==> src/rtl/fir_mac_sequencer.sv <==
// Time-multiplexed FIR: one shared MAC walks all L taps per accepted sample,
// newest sample first, then rounds, saturates and strobes a 16-bit result.
module fir_mac_sequencer #(
   parameter int L     = 5,
   parameter int CW    = 16,
   parameter int ACCW  = 40,
   parameter int SHIFT = 15
) (
   input  logic                   clk,
   input  logic                   rst,
   input  logic                   sample_valid,
   input  logic signed [15:0]     sample_in,
   output logic [$clog2(L)-1:0]   coef_addr,
   input  logic signed [CW-1:0]   coef_data,
   output logic signed [15:0]     filt_out,
   output logic                   filt_valid,
   output logic                   busy,
   output logic                   overrun,
   input  logic                   overrun_clr
);

   localparam int AW = $clog2(L);
   localparam int PW = 16 + CW;
   localparam logic signed [ACCW-1:0] HALF    = ACCW'(1) << (SHIFT - 1);
   localparam logic signed [ACCW-1:0] SAT_MAX = ACCW'(32767);
   localparam logic signed [ACCW-1:0] SAT_MIN = ACCW'(-32768);

   typedef enum logic [1:0] {IDLE, MAC, DONE} state_t;

   state_t                 state_reg, state_next;
   logic [AW-1:0]          wr_ptr_reg, k_reg;
   logic signed [ACCW-1:0] acc_reg;
   logic signed [15:0]     store_reg [L];
   logic signed [15:0]     filt_out_reg;
   logic                   filt_valid_reg, overrun_reg;

   logic                   accept;
   logic [L-1:0]           wr_en;
   logic [AW:0]            rd_sum;
   logic [AW-1:0]          rd_idx;
   logic signed [15:0]     tap;
   logic signed [PW-1:0]   prod;
   logic signed [ACCW-1:0] acc_next, rnd, shifted;
   logic signed [15:0]     sat_val;

   assign accept = (state_reg == IDLE) && sample_valid;

   // One write-enable per store slot; only the slot at wr_ptr takes the sample.
   for (genvar gi = 0; gi < L; gi++) begin : g_wr_en
      assign wr_en[gi] = accept && (wr_ptr_reg == AW'(gi));
   end

   always_ff @(posedge clk or posedge rst) begin
      if (rst) begin
         for (int i = 0; i < L; i++) store_reg[i] <= '0;
      end else begin
         for (int i = 0; i < L; i++)
            if (wr_en[i]) store_reg[i] <= sample_in;
      end
   end

   // Newest-first tap: (wr_ptr - k) mod L without a divider.
   always_comb begin
      rd_sum = {1'b0, wr_ptr_reg} + (AW+1)'(L) - {1'b0, k_reg};
      rd_idx = (rd_sum >= (AW+1)'(L)) ? AW'(rd_sum - (AW+1)'(L)) : AW'(rd_sum);
   end

   assign tap      = store_reg[rd_idx];
   assign prod     = tap * coef_data;
   assign acc_next = acc_reg + {{(ACCW-PW){prod[PW-1]}}, prod};
   assign rnd      = acc_reg + HALF;
   assign shifted  = rnd >>> SHIFT;

   always_comb begin
      if (shifted > SAT_MAX)      sat_val = 16'sh7FFF;
      else if (shifted < SAT_MIN) sat_val = -16'sh8000;
      else                        sat_val = shifted[15:0];
   end

   always_ff @(posedge clk or posedge rst) begin
      if (rst) state_reg <= IDLE;
      else     state_reg <= state_next;
   end

   always_comb begin
      state_next = state_reg;
      case (state_reg)
         IDLE:    if (sample_valid) state_next = MAC;
         MAC:     if (k_reg == AW'(L - 1)) state_next = DONE;
         DONE:    state_next = IDLE;
         default: state_next = IDLE;
      endcase
   end

   always_comb begin
      busy      = (state_reg != IDLE);
      coef_addr = (state_reg == MAC) ? k_reg : '0;
   end

   always_ff @(posedge clk or posedge rst) begin
      if (rst) begin
         wr_ptr_reg     <= '0;
         k_reg          <= '0;
         acc_reg        <= '0;
         filt_out_reg   <= '0;
         filt_valid_reg <= 1'b0;
         overrun_reg    <= 1'b0;
      end else begin
         filt_valid_reg <= (state_reg == DONE);
         // A dropped sample outranks a coincident clear.
         if (sample_valid && state_reg != IDLE) overrun_reg <= 1'b1;
         else if (overrun_clr)                   overrun_reg <= 1'b0;
         case (state_reg)
            IDLE: begin
               if (sample_valid) begin
                  acc_reg <= '0;
                  k_reg   <= '0;
               end
            end
            MAC: begin
               acc_reg <= acc_next;
               if (k_reg != AW'(L - 1)) k_reg <= k_reg + AW'(1);
            end
            DONE: begin
               filt_out_reg <= sat_val;
               wr_ptr_reg   <= (wr_ptr_reg == AW'(L - 1)) ? '0 : wr_ptr_reg + AW'(1);
            end
            default: ;
         endcase
      end
   end

   assign filt_out   = filt_out_reg;
   assign filt_valid = filt_valid_reg;
   assign overrun    = overrun_reg;

endmodule

==> config.mk <==
export PLATFORM = sky130hd
export DESIGN_NAME = fir_mac_sequencer
export DESIGN_NICKNAME = d
export VERILOG_FILES = /design/src/rtl/fir_mac_sequencer.sv
export SDC_FILE = /design/constraint.sdc
export NUM_CORES = 1
export LEC_CHECK = 0
export ABC_AREA = 1
export BUFFER_PORTS_ARGS = -buffer_cell sky130_fd_sc_hd__buf_2
export CAP_MARGIN = 0
export CORE_MARGIN = 2
export CORE_UTILIZATION = 30
export DETAILED_ROUTE_END_ITERATION = 8
export PLACE_DENSITY_LB_ADDON = 0.08
export SYNTH_ARGS = -nofsm -noshare
export SYNTH_HDL_FRONTEND = slang
export SYNTH_SLANG_ARGS = --single-unit
==> constraint.sdc <==
create_clock -name clk -period 12.7 [get_ports clk]
set_input_delay 1.27 -clock clk [delete_from_list [all_inputs] [get_ports clk]]
set_output_delay 1.27 -clock clk [all_outputs]
set_load 0.005 [all_outputs]
==> impl_metrics.toml <==
[clocking]
postCtsResizedCells = 0
clk_latency_ns = 0.44
numCtsBuffers = 17
hold_buffers = 0
post_cts_buffers = 0
root_buffer = "clkbuf_16"
htree_levels = 4
clockBufferDepth = 2
cts_tree = "built"
clkTransAtPathRegs_ns = 0.06
clock_sinks = 146

[place]
port_buffers = 57
hpwl_um = 53000
place.gp.congestion = 0.888

[timing]
fin_skew_ns = 0.0155
grt_setup_unrepaired = "no"
max_slew.worst_pin.slew_ns = 1.08
finalSetupViolCount = 0
hold_viol_final = 0
tns_ns = 0
fmax_mhz = 88.8
relSlewSlack = 0.277
slew_violations = 0
period_share = 0.887
finalCriticalPeriod_ns = 11.27

[logic_synthesis]
synth_edf_count = 0
yosysWarnings = 0
syn_area_per_cell_um2 = 7.39
synth-seq-cells = 146
syn_area_um2 = 20100
ys_types = 51
synth_nets = 3154
synthFlopType = "dfrtp_1"
ys_seq_area_frac = 0.182
syn_inst = 2717
async_flop_share = 1.00

[critical_path]
crit_path_end_kind = "flip-flop"
required_ns = 13.01
critPathMaxFanout = 29
arrival_ns = 11.57
cpPeakStageDelay_ns = 1.00
reg2regPathDepth = 49
cp-start-kind = "flip-flop"
worst_path_max_delay_cell = "fa_1"
criticalPathCategory = "reg -> reg"

[global_routing]
overflow = 0
grt_pass1_vias = 17700
grt_max_degree = 75
grt_pass1_wl_um = 104000
grt_antenna_before_repair = 0
track_usage = 0.195

[finish]
antennaDiodeCount = 0
drive_gt1_frac = 0.0645
area_growth_pct = 8.79
final_nets = 3186
largest_reg_flops = 80

[drt]
routedWlPerCell_um = 18.1
drc_errors = 0
drtIter0Drc = 1073
dr.pass1.iters = 5
wl_um = 65500
ant_nets = 0
via_per_inst = 4.72
vias = 17100

[floorplan]
die_y_um = 263
ioPinCount = 58
start_util = 0.304
dieArea_um2 = 69100
die_w_um = 263
rows = 94
core-area_um2 = 66000

[outcome]
status = "complete, no violations"

[job]
max_cap_violations = 0

[min_path]
hold_path_depth = 2
hp-class = "reg -> reg"
==> metrics by stage <==
step	setup slack, ns	utilization	instances	instance area, um^2	hold WS [ns]
after floorplan	3.90	-	2717	20100	0.453
after global placement	1.33	0.322	3594	21300	0.467
after detailed placement	1.32	0.322	3594	21300	0.469
after CTS	1.28	0.331	3623	21900	0.487
after global routing	0.592	0.331	3623	21900	0.507
final	1.43	0.331	3623	21900	0.481
==> worst max-delay path, delay by kind of cell (launching register included) <==
| family | cells | cell delay, ns |
|---|---|---|
| AOI/OAI and AO/OA | 4 | 0.39 |
| buffers and inverters | 13 | 1.72 |
| and+or+nand+nor | 21 | 3.32 |
| DFF | 1 | 0.37 |
| adders and majority gates | 11 | 5.29 |
==> cell families after synthesis <==
group,count (synthesis),share of synthesized area
XOR/XNOR,48,0.0209
AO/OA/AOI/OAI,322,0.0884
adder cells (fa/ha/maj),401,0.348
AND/OR/NAND/NOR,1190,0.242
buffers and inverters,610,0.118
flip-flops,146,0.182
==> layer usage <==
metal | global-route usage | wire [um]
met3 | 0.0304 | 3090
met5 | 0 | 0
met4 | 0.0502 | 1480
met2 | 0.318 | 30400
met1 | 0.269 | 30500
==> worst paths after layout <==
path	start	end	slack, ns
max	wr_ptr_reg[1]	acc_reg[33]	1.43
min	filt_out[0]	filt_out[0]	0.48
max reg2reg	wr_ptr_reg[1]	acc_reg[33]	1.43
min reg2reg	filt_out[0]	filt_out[0]	0.48
max in group asynchronous	rst	store_reg[52]	10.24
min in group asynchronous	rst	filt_out[12]	0.95
==> cells in the final DEF, fill, tap and decap left out, drive strengths merged, types with 4 or more instances in the layout <==
master / count
xnor2: 14
nand2: 717
nand4: 10
nand3: 132
a21oi: 111
clkbuf: 19
inv: 552
o21ai: 171
o22ai: 4
ha: 137
and3: 4
nor3: 23
dfrtp: 146
fa: 264
xor2: 34
or2: 4
buf: 72
a21boi: 4
o21bai: 12
nor2: 294
==> Yosys cell counts, types with 10 or more instances <==
cell      instances  area (um^2)
xnor2_1          14          123
nand4_1          10         62.6
nor3_1           20          100
inv_2            17         63.8
nand2_2          26          163
a21oi_1         100          500
xor2_1           34          298
a21oi_2          10         87.6
nand2_1         689         2590
clkbuf_1         37          139
dfrtp_1         146         3650
o21bai_1         12         90.1
inv_1           533         2000
ha_1            137         1710
buf_2            10         50.1
o21ai_0         170          851
nand3_1         129          646
nor2_1          287         1080
fa_1            264         5290
==> area by class of cell <==
| class | count | area [um^2] |
|---|---|---|
| clock inverters | 10 | 136 |
| multi-input cells | 1961 | 14100 |
| flip-flops and latches | 146 | 3650 |
| clock buffers | 19 | 443 |
| fillers | 7120 | 44100 |
| repair buffers | 72 | 398 |
| inverters | 551 | 2080 |
| well taps | 864 | 1080 |
Power is not shown: default switching activity piles up to over one toggle a cycle in this logic, so the estimate is an artifact.
